### src/rtl/traffic_phase_timer.sv
// Phase sequencer for the traffic-light decoder: per-phase durations in seconds, hold, and
// optional pedestrian walk support built only when TRAFFIC_PED_EN is defined.
module traffic_phase_timer #(
    parameter int unsigned CLK_HZ       = 100000000,
    parameter int unsigned GREEN_S      = 5,
    parameter int unsigned YELLOW_S     = 2,
    parameter int unsigned ALLRED_S     = 1,
    parameter int unsigned PED_S        = 4,
    parameter int unsigned DEBOUNCE_CYC = 1000000
) (
    input  logic       clk,
    input  logic       rst,
    input  logic       ped_btn,
    input  logic       hold,
    output logic [2:0] phase,
    output logic       phase_start,
    output logic [3:0] sec_left,
    output logic       ped_pending,
    output logic       walk
);

    typedef enum logic [2:0] {
        PH_NS_GREEN  = 3'd0,
        PH_NS_YELLOW = 3'd1,
        PH_ALLRED_A  = 3'd2,
        PH_EW_GREEN  = 3'd3,
        PH_EW_YELLOW = 3'd4,
        PH_ALLRED_B  = 3'd5
    } phase_t;

    localparam int unsigned PW = (CLK_HZ > 2) ? $clog2(CLK_HZ) : 1;
    localparam logic [PW-1:0] PS_MAX  = PW'(CLK_HZ - 1);
    localparam logic [3:0] GREEN_D    = 4'(GREEN_S);
    localparam logic [3:0] YELLOW_D   = 4'(YELLOW_S);
    localparam logic [3:0] ALLRED_D   = 4'(ALLRED_S);
    localparam logic [3:0] WALK_D     = 4'(ALLRED_S + PED_S);

    if (CLK_HZ < 2) begin : g_bad_clk
        $error("traffic_phase_timer: CLK_HZ must be at least 2");
    end
    if (GREEN_S < 1 || GREEN_S > 15) begin : g_bad_green
        $error("traffic_phase_timer: GREEN_S must be 1..15");
    end
    if (YELLOW_S < 1 || YELLOW_S > 15) begin : g_bad_yellow
        $error("traffic_phase_timer: YELLOW_S must be 1..15");
    end
    if (ALLRED_S < 1 || ALLRED_S > 15) begin : g_bad_allred
        $error("traffic_phase_timer: ALLRED_S must be 1..15");
    end
    if (ALLRED_S + PED_S < 1 || ALLRED_S + PED_S > 15) begin : g_bad_walk
        $error("traffic_phase_timer: ALLRED_S+PED_S must be 1..15");
    end
    if (DEBOUNCE_CYC < 1) begin : g_bad_debounce
        $error("traffic_phase_timer: DEBOUNCE_CYC must be at least 1");
    end

    phase_t        state;
    phase_t        next_state;
    logic [3:0]    sec_q;
    logic [3:0]    next_dur;
    logic          next_walk;
    logic          start_q;
    logic          walk_q;
    logic          pend_q;
    logic [PW-1:0] pre_cnt;
    logic          tick;
    logic          is_green;
    logic          advance;

`ifdef TRAFFIC_PED_EN
    localparam int unsigned DW = $clog2(DEBOUNCE_CYC + 1);
    localparam logic [DW-1:0] DB_MAX  = DW'(DEBOUNCE_CYC);
    localparam logic [DW-1:0] DB_LAST = DW'(DEBOUNCE_CYC - 1);

    logic [1:0]    sync;
    logic [DW-1:0] db_cnt;
    logic          press;

    // Counter saturates at DB_MAX so a held button yields exactly one press.
    always_ff @(posedge clk) begin
        if (rst) begin
            sync   <= '0;
            db_cnt <= '0;
            press  <= 1'b0;
        end else begin
            sync  <= {sync[0], ped_btn};
            press <= sync[1] && (db_cnt == DB_LAST);
            if (!sync[1]) begin
                db_cnt <= '0;
            end else if (db_cnt != DB_MAX) begin
                db_cnt <= db_cnt + DW'(1);
            end
        end
    end

    // A request is only consumed when a walk phase ends; a new press in that cycle wins.
    always_ff @(posedge clk) begin
        if (rst) begin
            pend_q <= 1'b0;
        end else if (press) begin
            pend_q <= 1'b1;
        end else if (advance && walk_q) begin
            pend_q <= 1'b0;
        end
    end
`else
    logic unused_ped_btn;
    assign unused_ped_btn = ped_btn;
    assign pend_q         = 1'b0;
`endif

    assign tick     = !hold && (pre_cnt == PS_MAX);
    assign is_green = (state == PH_NS_GREEN) || (state == PH_EW_GREEN);
    assign advance  = tick && ((sec_q == 4'd1) || (pend_q && is_green));

    always_comb begin
        next_state = PH_NS_GREEN;
        next_dur   = GREEN_D;
        next_walk  = 1'b0;
        case (state)
            PH_NS_GREEN:  begin next_state = PH_NS_YELLOW; next_dur = YELLOW_D; end
            PH_NS_YELLOW: begin next_state = PH_ALLRED_A;  next_dur = ALLRED_D; next_walk = pend_q; end
            PH_ALLRED_A:  begin next_state = PH_EW_GREEN;  next_dur = GREEN_D;  end
            PH_EW_GREEN:  begin next_state = PH_EW_YELLOW; next_dur = YELLOW_D; end
            PH_EW_YELLOW: begin next_state = PH_ALLRED_B;  next_dur = ALLRED_D; next_walk = pend_q; end
            PH_ALLRED_B:  begin next_state = PH_NS_GREEN;  next_dur = GREEN_D;  end
            default:      begin next_state = PH_NS_GREEN;  next_dur = GREEN_D;  end
        endcase
        if (next_walk) begin
            next_dur = WALK_D;
        end
    end

    always_ff @(posedge clk) begin
        if (rst) begin
            state   <= PH_NS_GREEN;
            sec_q   <= GREEN_D;
            start_q <= 1'b0;
            walk_q  <= 1'b0;
            pre_cnt <= '0;
        end else begin
            start_q <= 1'b0;
            if (!hold) begin
                pre_cnt <= (pre_cnt == PS_MAX) ? '0 : pre_cnt + PW'(1);
            end
            if (advance) begin
                state   <= next_state;
                sec_q   <= next_dur;
                start_q <= 1'b1;
                walk_q  <= next_walk;
            end else if (tick) begin
                sec_q <= sec_q - 4'd1;
            end
        end
    end

    assign phase       = state;
    assign phase_start = start_q;
    assign sec_left    = sec_q;
    assign ped_pending = pend_q;
    assign walk        = walk_q;

endmodule

### config.mk
export PLATFORM = sky130hd
export DESIGN_NAME = traffic_phase_timer
export DESIGN_NICKNAME = d
export VERILOG_FILES = /design/src/rtl/traffic_phase_timer.sv
export SDC_FILE = /design/constraint.sdc
export NUM_CORES = 1
export LEC_CHECK = 0
export CAP_MARGIN = 20
export CORE_AREA = 2 2 63 65
export CTS_BUF_LIST = sky130_fd_sc_hd__clkbuf_2
export DETAILED_ROUTE_END_ITERATION = 6
export DIE_AREA = 0 0 65 67
export GPL_TIMING_DRIVEN = 0
export PLACE_DENSITY = 0.82
export SLEW_MARGIN = 20
export SYNTH_ARGS = -nofsm -noshare
export SYNTH_HDL_FRONTEND = slang
export SYNTH_SLANG_ARGS = --single-unit
export TNS_END_PERCENT = 10
### constraint.sdc
create_clock -name clk -period 2.1 [get_ports clk]
set_clock_uncertainty 0.15 [all_clocks]
set_input_delay 0.42 -clock clk [delete_from_list [all_inputs] [get_ports clk]]
set_output_delay 0.42 -clock clk [all_outputs]
set_load 0.1 [all_outputs]
==> impl_metrics.yaml <==
clock_network:
  ctsHoldBuffers: 0
  cts-root-buf: "clkbuf_2"
  worstSkewPairLatency_ns: 0.40
  cts_buffers: 5
  clkSinkCount: 35
  htreeDepth: 2
  cts_max_path_buffers: 2
  clk_pin_slew_worst_paths_ns: 0.16
  cts_tree: "yes"
sta:
  tightest_slew_ns: 0.5439
  hold_viol: 0
  final-setup-viol-count: 0
  post-route-period-util_pct: 99.44
  relSlewSlack_pct: 63.91
  fmax_mhz: 478.9
  min_period_ns: 2.088
  final_max_slew_viol_count: 0
  worst_slack_ns: 0.01180
  setup_tns_ns: 0
  rsz0062_at_grt: "true"
critical_path:
  slowest_stage: "or4_4"
  crit_buf_inv: 0
  path_class: "reg2reg"
  required_ns: 2.29
  critical-path-top-delay-family: "simple AND/OR/NAND/NOR gates"
  critical_path.max_fanout: 5
  end_kind: "flip-flop"
  slowest_delay_ns: 0.60
  crit_top_cell: "or4_4"
  cp_cell_sequence: "ha_4 > nand4b_4 > or4_4 > or4_4 > a21oi_2"
  worstPathArrival_ns: 2.27
  worst_setup_path_start_kind: "flip-flop"
synthesis:
  syn_area_sq_um: 1785
  synth_cells: 207
  synth_area_leader_cell: "dfxtp_1"
  synth_top_area_share_pct: 39.24
  yosys-top-cells-count: "dfxtp_1 (35), nor2_1 (20), a21oi_1 (18)"
  ys_top_cells_by_area: "dfxtp_1 (39%), a21oi_1 (5.0%), nor2_1 (4.2%)"
  synthArstFlopShare_pct: 0
  synth_ff_type: "dfxtp_1"
  synth_cell_types: 44
  synth_seq_cells: 35
  synth-edff-count: 0
  yosysSeqAreaShare_pct: 39.24
  yosysWarningCount: 0
  syn_area_per_cell_sq_um: 8.625
  synth_most_common_cell: "dfxtp_1"
grt:
  grt_max_degree: 11
  grt_use_total_pct: 19.54
  globalRouteOverflowTotal: 0
  grt_pass1_vias: 1488
  antenna_found_initial: 0
  grt_pass1_wl_um: 6527
worst_hold_path:
  hold_class: "in2reg"
finish:
  multi_input_area_sq_um: 1069
  layout-drive-gt1-share_pct: 24.24
  nFillCells: 333
  area_delta_synth_final_pct: 18.99
  nNetsFinal: 237
  register_area_sq_um: 715.7
  n_antenna_cell: 0
pwr:
  p_leak_nw: 0.7735
  power.density_nw_per_um2: 485.8
  fin_total_pwr_mw: 1.032
  vdd_drop_max_mv: 0.3274
floorplan:
  die_area_sq_um: 4355
  core-area_sq_um: 3606
  fp-row-count: 22
  die_h_um: 67
  start_util_pct: 49.51
  die_w_um: 65
  io_pins: 14
drt:
  avgRoutedWirePerCell_um: 13.91
  drtIter0Drc: 95
  viasPerCell: 5.828
  wl_um: 3882
  dr.pass1.iters: 4
  remaining_drc_errors: 0
  final_antenna_net_count: 0
  num_vias: 1626
place:
  dp_hpwl_um: 2563
  portBuffers: 9
  place.gp.congestion: 0.8118
  pre_cts_slack_ns: -0.7168
run_status:
  status: "completed"
job:
  cap_violations: 0
## cell families after synthesis
kind of cell / Yosys count / synth area share [%]
adders and majority gates: 3 / 2.103
muxes: 3 / 1.682
DFF: 35 / 39.24
xor gates and xnor gates: 14 / 6.868
and+or+nand+nor: 90 / 30.91
buffers and inverters: 20 / 5.185
other: 1 / 0.2100
AOI/OAI and AO/OA: 41 / 13.81
## path summary, 6_finish.rpt
path                                  from                       end  slack, ns  cells past startpoint
setup / recovery   pre_cnt[0]$_SDFFE_PP0N_  pre_cnt[26]$_SDFFE_PP0N_       0.01                      5
hold / removal                         rst     phase[1]$_SDFFE_PP0P_       0.22                      2
setup reg to reg   pre_cnt[0]$_SDFFE_PP0N_  pre_cnt[26]$_SDFFE_PP0N_       0.01                      5
hold reg to reg   pre_cnt[24]$_SDFFE_PP0N_  pre_cnt[24]$_SDFFE_PP0N_       0.34                      2
## layer usage
layer,wire (um),global-route usage [%]
met4,72,9.043
met1,1713,23.26
met2,1932,33.25
met3,164,4.561
met5,0,0
## state kept, by name (all words and copies together), names as in the netlist
signal,count
sec_left,4
phase,3
phase_start,1
pre_cnt,27
## timing repair
item                                    4_1_cts  5_1_grt
endpoints found under the setup margin       35       32
resized for setup                            34       17
pin swaps                                     3        6
hold endpoints to repair                      0        0
setup buffers                                 1        5
## worst reg2reg max path: stages (launching register included)
cell and delay [ns]:
dfxtp_4 0.40, ha_4 0.15, nand4b_4 0.12, or4_4 0.60, or4_4 0.50, a21oi_2 0.12
## per-stage QoR
stage | hold slack [ns] | std cells | instance area (sq um) | util, %
after floorplan | 0.2976 | 208 | 1803 | -
after global placement | 0.3108 | 265 | 1953 | 54.16
after detailed placement | 0.3224 | 265 | 1953 | 54.16
after CTS | 0.2380 | 274 | 2042 | 56.63
after global routing | 0.2423 | 279 | 2125 | 58.92
final | 0.2237 | 279 | 2125 | 58.92
## placed cells by master (no fill, tap or decap), drive strengths merged, types with 7 or more instances in the layout
master and n:
buf 16, a21oi 18, clkbuf 9, or3 9
dfxtp 35, nand4 12, clkdlybuf4s15 7, xor2 7
nor2 20, xnor2 7, nand3 10, inv 8
o21ai 10, o31ai 8
## cell type report
class	count	area share [%]
clock inverters	2	0.3534
clock buffers	6	1.413
repair buffers	15	6.478
plain buffers	12	3.534
multi-input cells	153	50.29
inverters	8	1.413
well taps	48	2.827
flip-flops and latches	35	33.69
## power breakdown
part / internal, mW / switching [mW] / leakage, nW / total [mW]
logic: 0.0180 / 0.0369 / 0.460 / 0.0549
clock network: 0.0799 / 0.224 / 0.0281 / 0.304
registers: 0.668 / 0.00511 / 0.286 / 0.673
total: 0.766 / 0.266 / 0.774 / 1.03
(Power assumes the default switching activity.)
